===== src/rtl/nubus_master.sv =====
// NuBus initiator: arbitrates for the bus, issues one word transfer per local
// request, waits for ACK (with timeout) and retries on "try again later".
module nubus_master #(
  parameter int ARB_SETTLE = 2,
  parameter int TIMEOUT    = 255,
  parameter int RETRY_MAX  = 3
) (
  input  logic        nub_clkn,
  input  logic        nub_resetn,
  input  logic [3:0]  nub_id,
  input  logic        nub_startn,
  input  logic        nub_ackn,
  input  logic        nub_tm1n,
  input  logic        nub_tm0n,
  input  logic [3:0]  nub_arbn,
  input  logic [31:0] nub_ad,
  output logic        nub_startn_o,
  output logic        nub_tm1n_o,
  output logic        nub_tm0n_o,
  output logic        nub_ctl_oe,
  output logic        nub_rqstn_o,
  output logic [3:0]  nub_arbn_o,
  output logic        nub_arb_oe,
  output logic [31:0] nub_ad_o,
  output logic        nub_ad_oe,
  input  logic        mem_valid,
  input  logic        mem_write,
  input  logic [31:0] mem_addr,
  input  logic [31:0] mem_wdata,
  output logic        mem_ready,
  output logic [31:0] mem_rdata,
  output logic [1:0]  mem_status,
  output logic        mstdn_o,
  output logic        busy_o
);

  localparam int ACW = (ARB_SETTLE < 2) ? 1 : $clog2(ARB_SETTLE);
  localparam int RW  = (RETRY_MAX < 1) ? 1 : $clog2(RETRY_MAX + 1);

  typedef enum logic [2:0] {
    S_IDLE, S_REQ, S_ARB, S_WAIT_IDLE, S_START, S_DATA, S_DONE
  } state_t;

  state_t          state_reg, state_next;
  logic [29:0]     addr_reg, addr_next;
  logic [31:0]     wdata_reg, wdata_next;
  logic            write_reg, write_next;
  logic [31:0]     rdata_reg, rdata_next;
  logic [1:0]      status_reg, status_next;
  logic [RW-1:0]   retry_reg, retry_next;
  logic [7:0]      to_cnt_reg, to_cnt_next;
  logic [ACW-1:0]  arb_cnt_reg, arb_cnt_next;
  logic            bus_busy_reg, bus_busy_next;
  logic [3:0]      arb_match;
  logic            arb_win;
  logic            unused_ok;

  assign unused_ok = ^mem_addr[1:0];

  // Arbitration is won when every ARB line carries our own (inverted) ID.
  generate
    for (genvar gi = 0; gi < 4; gi++) begin : g_arb
      assign nub_arbn_o[gi] = ~nub_id[gi];
      assign arb_match[gi]  = (nub_arbn[gi] == ~nub_id[gi]);
    end
  endgenerate
  assign arb_win = &arb_match;

  assign mem_rdata  = rdata_reg;
  assign mem_status = status_reg;
  assign busy_o     = (state_reg != S_IDLE);

  // Our own START is not counted as another master's bus tenure.
  always_comb begin
    bus_busy_next = bus_busy_reg;
    if (!nub_ackn)
      bus_busy_next = 1'b0;
    else if (!nub_startn && state_reg != S_START)
      bus_busy_next = 1'b1;
  end

  always_comb begin
    state_next   = state_reg;
    addr_next    = addr_reg;
    wdata_next   = wdata_reg;
    write_next   = write_reg;
    rdata_next   = rdata_reg;
    status_next  = status_reg;
    retry_next   = retry_reg;
    to_cnt_next  = to_cnt_reg;
    arb_cnt_next = arb_cnt_reg;
    nub_startn_o = 1'b1;
    nub_tm1n_o   = 1'b1;
    nub_tm0n_o   = 1'b1;
    nub_ctl_oe   = 1'b0;
    nub_rqstn_o  = 1'b1;
    nub_arb_oe   = 1'b0;
    nub_ad_o     = 32'h0;
    nub_ad_oe    = 1'b0;
    mem_ready    = 1'b0;
    mstdn_o      = 1'b1;
    case (state_reg)
      S_IDLE: begin
        if (mem_valid) begin
          addr_next  = mem_addr[31:2];
          wdata_next = mem_wdata;
          write_next = mem_write;
          state_next = S_REQ;
        end
      end
      S_REQ: begin
        nub_rqstn_o = 1'b0;
        if (nub_startn && !bus_busy_reg) begin
          arb_cnt_next = '0;
          state_next   = S_ARB;
        end
      end
      S_ARB: begin
        nub_rqstn_o = 1'b0;
        nub_arb_oe  = 1'b1;
        if (arb_cnt_reg == ACW'(ARB_SETTLE - 1))
          state_next = arb_win ? S_WAIT_IDLE : S_REQ;
        else
          arb_cnt_next = arb_cnt_reg + 1'b1;
      end
      S_WAIT_IDLE: begin
        nub_rqstn_o = 1'b0;
        nub_arb_oe  = 1'b1;
        if (!bus_busy_reg && nub_startn)
          state_next = S_START;
      end
      S_START: begin
        nub_ctl_oe   = 1'b1;
        nub_startn_o = 1'b0;
        nub_ad_oe    = 1'b1;
        nub_ad_o     = {addr_reg, 2'b00};
        nub_tm1n_o   = ~write_reg;
        nub_tm0n_o   = 1'b0;
        to_cnt_next  = 8'd0;
        state_next   = S_DATA;
      end
      S_DATA: begin
        nub_ad_oe = write_reg;
        nub_ad_o  = wdata_reg;
        if (!nub_ackn) begin
          status_next = {nub_tm1n, nub_tm0n};
          if (!write_reg)
            rdata_next = nub_ad;
          state_next = S_DONE;
        end else if (to_cnt_reg == 8'(TIMEOUT - 2)) begin
          // DONE then falls exactly TIMEOUT cycles after START.
          status_next = 2'b01;
          state_next  = S_DONE;
        end else begin
          to_cnt_next = to_cnt_reg + 8'd1;
        end
      end
      S_DONE: begin
        if (status_reg == 2'b00 && retry_reg < RW'(RETRY_MAX)) begin
          retry_next = retry_reg + 1'b1;
          state_next = S_REQ;
        end else begin
          mem_ready  = 1'b1;
          mstdn_o    = 1'b0;
          retry_next = '0;
          state_next = S_IDLE;
        end
      end
      default: state_next = S_IDLE;
    endcase
  end

  always_ff @(posedge nub_clkn) begin
    if (!nub_resetn) begin
      state_reg    <= S_IDLE;
      addr_reg     <= '0;
      wdata_reg    <= '0;
      write_reg    <= 1'b0;
      rdata_reg    <= '0;
      status_reg   <= 2'b00;
      retry_reg    <= '0;
      to_cnt_reg   <= 8'd0;
      arb_cnt_reg  <= '0;
      bus_busy_reg <= 1'b0;
    end else begin
      state_reg    <= state_next;
      addr_reg     <= addr_next;
      wdata_reg    <= wdata_next;
      write_reg    <= write_next;
      rdata_reg    <= rdata_next;
      status_reg   <= status_next;
      retry_reg    <= retry_next;
      to_cnt_reg   <= to_cnt_next;
      arb_cnt_reg  <= arb_cnt_next;
      bus_busy_reg <= bus_busy_next;
    end
  end

endmodule


===== config.mk =====
export PLATFORM = sky130hd
export DESIGN_NAME = nubus_master
export DESIGN_NICKNAME = d
export VERILOG_FILES = /design/src/rtl/nubus_master.sv
export SDC_FILE = /design/constraint.sdc
export NUM_CORES = 1
export LEC_CHECK = 0
export ABC_AREA = 1
export BUFFER_PORTS_ARGS = -buffer_cell sky130_fd_sc_hd__buf_4
export CAP_MARGIN = 0
export CORE_UTILIZATION = 45
export CTS_BUF_LIST = sky130_fd_sc_hd__clkbuf_4 sky130_fd_sc_hd__clkbuf_8
export CTS_CLUSTER_SIZE = 30
export DETAILED_ROUTE_END_ITERATION = 6
export PLACE_DENSITY = 0.71
export SYNTH_ARGS = -nofsm -noshare
export SYNTH_HDL_FRONTEND = slang
export SYNTH_SLANG_ARGS = --single-unit

===== constraint.sdc =====
create_clock -name nub_clkn -period 2.3 [get_ports nub_clkn]
set_clock_uncertainty 0.2 [all_clocks]
set_input_delay 0.69 -clock nub_clkn [delete_from_list [all_inputs] [get_ports nub_clkn]]
set_output_delay 0.69 -clock nub_clkn [all_outputs]
set_load 0.02 [all_outputs]

# Word-level counts from Yosys, hierarchy flattened

Index checks and enable logic that the tools add are counted.

Output and inout bits: 80
Register bits after elaboration: 112
Logic and storage cells: 89

Order comparisons: 1
Bitwise operators: 6
Multiplexer cells: 29
Equality and inequality tests: 20
Reduce and logical (&&, ||, !) cells: 20
Add/subtract/negate cells: 3

Operators with widths:

| operator                                                               | number |
|---|---|
| 32-bit case mux with 2 select lines                                    | 1 |
| 3-bit case mux with 7 select lines                                     | 1 |
| 3-bit two-way mux                                                      | 6 |
| 8-bit two-way mux                                                      | 2 |
| 8-bit case mux with 2 select lines                                     | 1 |
| 1-bit two-way mux                                                      | 12 |
| 2-bit inequality test (second input constant)                          | 6 |
| 3-bit equality test (second input constant)                            | 3 |
| 8-bit by 1-bit adder with 8-bit output (second input constant)         | 1 |
| 8-bit equality test (second input constant)                            | 1 |
| 2-bit two-way mux                                                      | 4 |
| 2-bit AND reduction                                                    | 4 |
| 3-bit by 2-bit equality test with 1-bit output (second input constant) | 2 |
| 3-bit inequality test (second input constant)                          | 2 |
| 1-bit inverter                                                         | 6 |
| 3-bit AND reduction                                                    | 2 |
| 5-bit AND reduction                                                    | 1 |
| 1-bit equality test                                                    | 4 |
| 1-bit case mux with 2 select lines                                     | 2 |
| 4-bit AND reduction                                                    | 1 |
| 2-bit nonzero test                                                     | 2 |
| 3-bit by 1-bit equality test with 1-bit output (second input constant) | 1 |
| 1-bit logical AND                                                      | 3 |
| 3-bit logical NOT                                                      | 1 |
| 9 further kinds                                                        | 10 |

# Depth between registers and ports, before layout

Gate-level depths: netlist of run 1.

Depth in word-level cells: 6
Depth in mapped cells: 11
Mapped depth without buffers: 10

# Worst setup path after synthesis of run 1

OpenSTA, ideal clock, no wires.

Path type: reg-to-output
From: register state_reg[2]
To: output port nub_ad_o[10]
Path buffers: 3
Stages on the path, launching flop included: 6
Slack: 0.141 ns
Required time: 1.410 ns
Data arrival time: 1.269 ns
Path through: dfxtp_1 -> buf_2 -> nand3_2 -> buf_6 -> clkbuf_1 -> o22ai_1

Longest elaborated chain between the ends: 2

RTL lines:

| item                                  | line | RTL |
|---|---|---|
| start: declaration                    | 44   | `state_t state_reg, state_next;` |
| start signal: assignment              | 186  | `state_reg <= state_next;` |
| 3-bit equality test                   | 102  | `case (state_reg)` |
| 32-bit case mux with 2 select lines * | 102  |  |
| end: declaration                      | 24   | `output logic [31:0] nub_ad_o,` |

Every way passes the cells marked *; elsewhere a longest branch is shown, timed or not.

# Final worst setup path of run 1

From: register state_reg[1]
To: output port nub_ad_o[22]

Same word-level chain as after synthesis.

==> flow_metrics.tcl, run 1 <==
set metrics [dict create \
    dpl.hpwl_um 8700 \
    clock_path_buffers 2 \
    criticalPathCategory "reg2out" \
    synth_warnings 0 \
    clk_latency_ns 0.37 \
    num_vias 4688 \
    place.gp.congestion 0.782 \
    crit_path_max_incr_delay_ns 0.36 \
    setup_viol 31 \
    die_y_um 104 \
    violations "setup timing" \
    cts_tree "built" \
    numCtsBuffers 9 \
    reg2reg_from "state_reg[1]" \
    clk_pin_slew_ns 0.10 \
    post-route-min-period_ns 2.41 \
    layout.cells.non_filler 937 \
    htree_levels 3 \
    timing.fmax_mhz 414 \
    numPortBuffers 189 \
    die_w_um 104 \
    area_delta_synth_final_pct 41.0 \
    io_pins 192 \
    power_leakage_nw 2.90 \
    slowest_stage "dfxtp_2" \
    core-area_um2 9950 \
    power_density_nw_per_um2 766 \
    irDropWorstVdd_mv 0.414 \
    hold_path_class "reg2reg" \
    synth_area_um2 4710 \
    cp.arrival_ns 1.52 \
    numClockSinks 112 \
    ctsHoldBuffers 0 \
    drt-pass1-iter-count 4 \
    first_global_vias 4391 \
    die-area_um2 10900 \
    fin_crit_sh 1.05 \
    relSlewSlack 0.754 \
    finalHoldViolations 0 \
    overflow 0 \
    crit_path_end_kind "output port" \
    initial_core_util 0.473 \
    slew_violations 0 \
    syn_avg_cell_area_um2 7.61 \
    start_kind "flop" \
    cp_max_fo 8 \
    seq_area_frac_synth 0.476 \
    cts_root_buf "clkbuf_8" \
    viasPerCell 5.00 \
    dp.cells 913 \
    gr-usage-all-layers 0.224 \
    min_from "wdata_reg[30]" \
    ys_seq_elements 112 \
    ys.flop_type "dfxtp_1" \
    outcome "finished, violations left" \
    fin_ws_ns -0.114 \
    drc 0 \
    rows 36 \
    wire_per_inst_um 13.6 \
    pre_cts_slack_ns 0.225 \
    crit_path_start "state_reg[1]" \
    synth-async-reset-ratio 0 \
    syn_nets 734 \
    grt_pass1_wl_um 20000 \
    drt-total-wl_um 12700 \
    ant_nets 0 \
    crit_chain "inv_4 > nand3_4 > clkbuf_16 > o22ai_1 > buf_4" \
    rsz0062_at_grt "true" \
    diodes 0 \
    synthCells 619 \
    tightest_slew_ns 0.369 \
    fin_util 0.667 \
    fin_setup_tns_ns -2.06 \
    grt_max_degree 99 \
    required_ns 1.41 \
    first_iter_violations 145 \
    synth_edf_count 0 \
    drive_gt1_frac 0.322 \
    antenna_found_initial 0 \
    max_cap_viol_count 0 \
    finalNetCount 914 \
    ys_types 32 \
]
cell usage after synthesis, types with 4 or more instances:
cell      number  area share
buf_6          8       0.019
nor3_1         4      0.0042
buf_4          4      0.0064
a21oi_1      105        0.11
inv_1         88       0.070
nor2_1        31       0.025
o22ai_1       30       0.040
buf_2          4      0.0042
dfxtp_1      112        0.48
o21ai_0       67       0.071
nand3_1       40       0.042
clkbuf_1      25       0.020
nand2_1       71       0.057
nand3_2        6       0.013
cell usage in the layout, fill, tap and decap left out, types with 21 or more instances in the layout:
master,n
a21oi_1,105
o22ai_1,21
nand2_1,70
dfxtp_1,109
o21ai_0,66
nor2_1,31
nand3_1,39
buf_4,194
inv_1,88
worst paths after layout:
path / cells past startpoint / endpoint / slack (ns)
worst min-delay path: 2 / wdata_reg[30] / 0.26
worst max register to register: 7 / mem_rdata[21] / 0.45
worst max-delay path: 5 / nub_ad_o[22] / -0.11
worst min register to register: 2 / wdata_reg[30] / 0.26
worst max-delay path: cells and delay by family (launching register included):
| kind | cells | cell delay, ns |
|---|---|---|
| compound gates | 1 | 0.18 |
| buf+inv | 3 | 0.46 |
| flops | 1 | 0.36 |
| simple gates | 1 | 0.14 |
cell type report:
cell class	count	area, um^2
clock buffers	13	173
clock inverters	3	22.5
fillers	873	3310
inverters	92	350
multi-input cells	372	1960
flip-flops and latches	112	2250
well taps	133	166
repair buffers	212	1720
cell families after synthesis:
logic type                 count (synthesis)  share of synthesized area
DFF                                      112                      0.476
buffers and inverters                    135                      0.127
and+or+nand+nor                          161                      0.157
AOI/OAI and AO/OA                        208                      0.232
adders and majority gates                  3                    0.00797
power breakdown:
part / total (W) / internal (W) / switching [W] / leakage, nW
Combinational: 0.00152 / 0.000585 / 0.000936 / 1.88
Clock: 0.00116 / 0.000501 / 0.000655 / 0.103
Sequential: 0.00242 / 0.00229 / 0.000126 / 0.918
routing by layer:
metal / vias to the layer above / wire length, um / track usage
met4: 0 / 296 / 0.0847
met5: - / 0 / 0
met3: 24 / 990 / 0.0752
li1: 2397 / - / -
met1: 2108 / 5230 / 0.254
met2: 159 / 6210 / 0.387
through the flow:
| step | power [W] | hold slack [ns] | area (um^2) |
|---|---|---|---|
| 2_1_floorplan | 0.00341 | 0.230 | 4710 |
| 3_3_place_gp | 0.00382 | 0.237 | 6210 |
| 3_5_place_dp | 0.00388 | 0.243 | 6210 |
| 4_1_cts | 0.00506 | 0.257 | 6480 |
| 5_1_grt | 0.00544 | 0.282 | 6640 |
| 6_report | 0.00509 | 0.256 | 6640 |
timing repair:
action,4_1_cts,5_1_grt
setup endpoints to repair,38,36
pin swaps,1,0
cloned,0,3
resized for setup,15,18
endpoints found under the hold margin,0,0
buffers inserted,3,2
Note: power is estimated with default switching activity, not from simulation.
==> run 2, diff against run 1 <==
- clock period: 2.3 -> 3 ns (I/O delays scaled with it)
==> run 2 against run 1 <==
Highest routed layer unchanged. The flow now finishes without violations. Sequential share of layout area up 1.3 points. Clock power down 18%. Largest cell class unchanged. Combinational power down 30%. Die area unchanged.
==> flow_metrics.tcl, run 2 (same netlist as run 1, synthesis figures left out) <==
set metrics [dict create \
    outcome "complete, no violations" \
    overflow 0 \
    worst-path-buf-inv 3 \
    slowest_stage "dfxtp_1" \
    reg2reg_depth 7 \
    r2r_end "mem_rdata[19]" \
    drt-pass1-iter-count 5 \
    setup_viol 0 \
    finalNetCount 900 \
    drive_gt1_frac 0.292 \
    combPwrFrac 0.277 \
    cp_top_family "buffers and inverters" \
    crit_path_max_incr_delay_ns 0.50 \
    power_leakage_nw 2.78 \
    fin_setup_tns_ns 0 \
    numClockSinks 112 \
    io_pins 192 \
    grt_pass1_wl_um 19600 \
    power_w 0.00387 \
    num_vias 4599 \
    cp.depth 5 \
    numPortBuffers 189 \
    hold_path_class "reg2reg" \
    final_common_cell "buf_4" \
    die-area_um2 10900 \
    power_density_nw_per_um2 607 \
    critPathCapture "nub_ad_oe" \
    ctsHoldBuffers 0 \
    timing.fmax_mhz 346 \
    criticalPathCategory "reg2out" \
    irDropWorstVdd_mv 0.295 \
    rsz0062_at_grt "false" \
    core-area_um2 9950 \
    place.gp.congestion 0.817 \
    netSwitchingFraction 0.332 \
    clock_path_buffers 2 \
    gr-usage-all-layers 0.217 \
    first_iter_violations 216 \
    multiInputGateArea_um2 1880 \
    crit_chain "inv_2 > nand3_2 > buf_4 > o21ai_0 > buf_4" \
    layout_common_cells "195 x buf_4, 112 x dfxtp_1, 105 x a21oi_1, 88 x inv_1, 71 x nand2_1" \
    pwr-share-seq 0.476 \
    numCtsBuffers 9 \
    cts_root_buf "clkbuf_8" \
    fin_crit_sh 0.965 \
    rows 36 \
    ff2ff_setup_slack_ns 0.66 \
    drt-total-wl_um 11800 \
    tightest_slew_ns 0.460 \
    drc 0 \
    fillers 912 \
    cp.arrival_ns 1.79 \
    netSwitchingPower_w 0.00128 \
    reg2reg_from "state_reg[2]" \
    post-route-min-period_ns 2.89 \
    crit_path_end_kind "output port" \
    pwr-share-clk 0.246 \
    cp_max_fo 34 \
    cpMostUsedCell "buf_4" \
    p_int_w 0.00258 \
    clk_pin_slew_ns 0.11 \
    crit_path_start "state_reg[1]" \
    slew_violations 0 \
    postCtsSetupBuffers 0 \
    antenna_found_initial 0 \
    ant_nets 0 \
    htree_levels 3 \
    post_cts_resize_count 0 \
    seqCellArea_um2 2240 \
    viasPerCell 4.98 \
    area_delta_synth_final_pct 35.2 \
    dpl.hpwl_um 8440 \
    required_ns 1.90 \
    clk_latency_ns 0.36 \
    die_w_um 104 \
    start_kind "flop" \
    grt_max_degree 56 \
    cts_tree "built" \
    diodes 0 \
    relSlewSlack 0.694 \
    max_cap_viol_count 0 \
    finalHoldViolations 0 \
    die_y_um 104 \
    wire_per_inst_um 12.8 \
    initial_core_util 0.473 \
    first_global_vias 4311 \
]
[run 2: cell types whose count changed in the layout (fill, tap and decap cells not counted), moves of 3 or more]
| cell | previous run | this run |
|---|---|---|
| buf_6 | 12 | 0 |
| o22ai_2 | 9 | 0 |
| dfxtp_1 | 109 | 112 |
| clkbuf_8 | 12 | 9 |
| o22ai_1 | 21 | 30 |
[run 2: layer usage]
layer,GRT usage,vias up,part of all wire
met2,0.359,151,0.47
li1,-,2369,-
met5,0,-,0
met4,0.0847,0,0.019
met3,0.0714,17,0.084
met1,0.258,2062,0.42
[run 2: area by class of cell]
cell class | instances | share of cell area
timing repair buffer | 198 | 0.239
clock inverter | 5 | 0.0118
sequential | 112 | 0.352
clock buffer | 11 | 0.0218
inverter | 92 | 0.0542
multi-input combinational | 372 | 0.295
tap | 133 | 0.0261
[run 2: tightest hold or removal path, stage by stage, from the launching register on]
cell	delay, ns
dfxtp_1	0.31
inv_1	0.06
a21oi_1	0.05
[run 2: how the worst min path moves through the flow]
stage	startpoint	end	slack, ns	depth (start not counted)
3_5_place_dp	wdata_reg[29]	wdata_reg[29]	0.24	2
2_1_floorplan	wdata_reg[15]	wdata_reg[15]	0.23	2
5_1_grt	wdata_reg[2]	wdata_reg[2]	0.28	2
3_3_place_gp	wdata_reg[8]	wdata_reg[8]	0.24	2
6_report	addr_reg[10]	addr_reg[10]	0.26	2
4_1_cts	addr_reg[10]	addr_reg[10]	0.26	2
[run 2: power by group through the flow]
stage / combinational [W] / clock, W / sequential, W
3_3_place_gp: 0.00105 / 0 / 0.00187
3_5_place_dp: 0.00108 / 0 / 0.00188
6_report: 0.00107 / 0.000952 / 0.00184
5_1_grt: 0.00122 / 0.00104 / 0.00187
2_1_floorplan: 0.000762 / 0 / 0.00185
4_1_cts: 0.00108 / 0.000977 / 0.00184
[run 2: per-stage QoR]
stage,instances,util,setup WS [ns],hold WS (ns),cell area [um^2]
2_1_floorplan,619,-,0.631,0.230,4710
3_3_place_gp,907,0.618,0.564,0.238,6160
3_5_place_dp,907,0.618,0.532,0.245,6160
4_1_cts,923,0.640,0.107,0.260,6370
5_1_grt,923,0.640,0.0140,0.278,6370
6_report,923,0.640,0.106,0.256,6370
==> run 3, diff against run 2 <==
- CELL_PAD_IN_SITES_DETAIL_PLACEMENT: not set -> 0
- CELL_PAD_IN_SITES_GLOBAL_PLACEMENT: not set -> 1
- CORE_UTILIZATION: 45 -> 37
- PLACE_DENSITY: 0.71 -> 0.83
==> run 3 against run 2 <==
Design area is 0.79% higher. Global-route usage is 2.7 points lower. Maximum frequency is 2.0% higher. Via count is 0.57% higher. Largest cell class unchanged. Largest power group unchanged.
==> flow_metrics.tcl, run 3 (same netlist as run 1, synthesis figures left out) <==
set metrics [dict create \
    outcome "complete, no violations" \
    timing.hold.ws_ns 0.256 \
    pre_cts_slack_ns 0.522 \
    criticalPathCategory "reg2out" \
    crit_chain "inv_2 > nand3_2 > buf_6 > o21ai_0 > buf_4" \
    clk_pin_slew_ns 0.10 \
    cts_root_buf "clkbuf_8" \
    setup_viol 0 \
    crit_path_end_kind "output port" \
    fin_ws_ns 0.163 \
    crit_path_max_incr_delay_ns 0.50 \
    core-area_um2 12200 \
    post-route-min-period_ns 2.84 \
    first_global_vias 4369 \
    start_kind "flop" \
    hold_path_class "reg2reg" \
    timing.fmax_mhz 352 \
    slowest_stage "dfxtp_1" \
    diodes 0 \
    cts_tree "built" \
    tightest_slew_ns 0.481 \
    required_ns 1.90 \
    ant_nets 0 \
    ctsHoldBuffers 0 \
    rsz0062_at_grt "false" \
    grt_max_degree 86 \
    cp.arrival_ns 1.74 \
    ff2ff_setup_slack_ns 0.69 \
    cp_max_fo 34 \
    gr-usage-all-layers 0.190 \
    die_y_um 115 \
    area_delta_synth_final_pct 36.3 \
    grt_pass1_wl_um 19700 \
    overflow 0 \
    num_vias 4625 \
    htree_levels 3 \
    first_iter_violations 281 \
    wire_per_inst_um 12.8 \
    drt-total-wl_um 12300 \
    layout_common_cells "195 x buf_4, 112 x dfxtp_1, 105 x a21oi_1, 88 x inv_1, 71 x nand2_1" \
    dpl.hpwl_um 8680 \
    numClockSinks 112 \
    io_pins 192 \
    final_common_cell "buf_4" \
    clock_path_buffers 2 \
    power_leakage_nw 2.79 \
    clk_latency_ns 0.38 \
    irDropWorstVdd_mv 0.323 \
    power_density_nw_per_um2 610 \
    max_cap_viol_count 0 \
    fin_setup_tns_ns 0 \
    slew_violations 0 \
    finalNetCount 900 \
    place.gp.congestion 0.759 \
    rows 40 \
    relSlewSlack 0.680 \
    viasPerCell 4.83 \
    drive_gt1_frac 0.292 \
    fin_crit_sh 0.946 \
    drt-pass1-iter-count 4 \
    numCtsBuffers 9 \
    numPortBuffers 189 \
    postCtsSetupBuffers 0 \
    antenna_found_initial 0 \
    finalHoldViolations 0 \
    drc 0 \
    die_w_um 115 \
    initial_core_util 0.386 \
    die-area_um2 13200 \
]
==> run 3: changes by cell type in the layout (fill, tap and decap cells not counted) <==
cell       change
nor2_2         -1
bufinv_16      +1
clkbuf_4       -1
clkinv_4       -1
clkinv_8       -1
clkbuf_8       +1
buf_6          +1
buf_12         -1
clkinv_2       +2
nor2_4         +1
inv_8          -1
==> run 3: timing repair <==
| action | CTS | global route |
|---|---|---|
| setup endpoints to repair | 0 | 3 |
| resized for setup | 0 | 2 |
| endpoints found under the hold margin | 0 | 0 |
==> run 3: critical path, delay by kind of cell, from the launching register on <==
kind / cells / cell delay [ns]
DFF: 1 / 0.50
and+or+nand+nor: 1 / 0.08
buffers and inverters: 3 / 0.57
AOI/OAI and AO/OA: 1 / 0.17
==> run 3: cell type report <==
| class | instances | area, um^2 |
|---|---|---|
| Fill cell | 1254 | 5790 |
| Sequential cell | 112 | 2240 |
| Multi-Input combinational cell | 372 | 1880 |
| Timing Repair Buffer | 198 | 1520 |
| Inverter | 92 | 345 |
| Tap cell | 168 | 210 |
| Clock buffer | 11 | 145 |
| Clock inverter | 5 | 78.8 |
==> run 3: through the flow <==
step                      cells  total power [W]  cell area [um^2]   util
after floorplan             619          0.00262              4710      -
after global placement      942          0.00291              6190  0.507
after detailed placement    942          0.00295              6190  0.507
after CTS                   958          0.00397              6410  0.525
after global routing        958          0.00419              6420  0.526
final                       958          0.00392              6420  0.526
==> run 3: path summary, 6_finish.rpt <==
check | start | end | depth (start not counted)
min | addr_reg[2] | addr_reg[2] | 2
max reg2reg | state_reg[2] | mem_rdata[18] | 7
min reg2reg | addr_reg[2] | addr_reg[2] | 2
max | state_reg[1] | nub_ad_oe | 5
==> run 3: where the power goes <==
| part | leakage, nW | internal [W] | switching (W) |
|---|---|---|---|
| Combinational | 1.75 | 0.000400 | 0.000667 |
| Sequential | 0.917 | 0.00175 | 0.0000954 |
| Clock | 0.117 | 0.000503 | 0.000503 |
==> run 3: layer usage <==
metal  share of wire  global-route usage
met4           0.012              0.0571
met3           0.087              0.0780
met1            0.42               0.211
met5               0                   0
met2            0.48               0.332
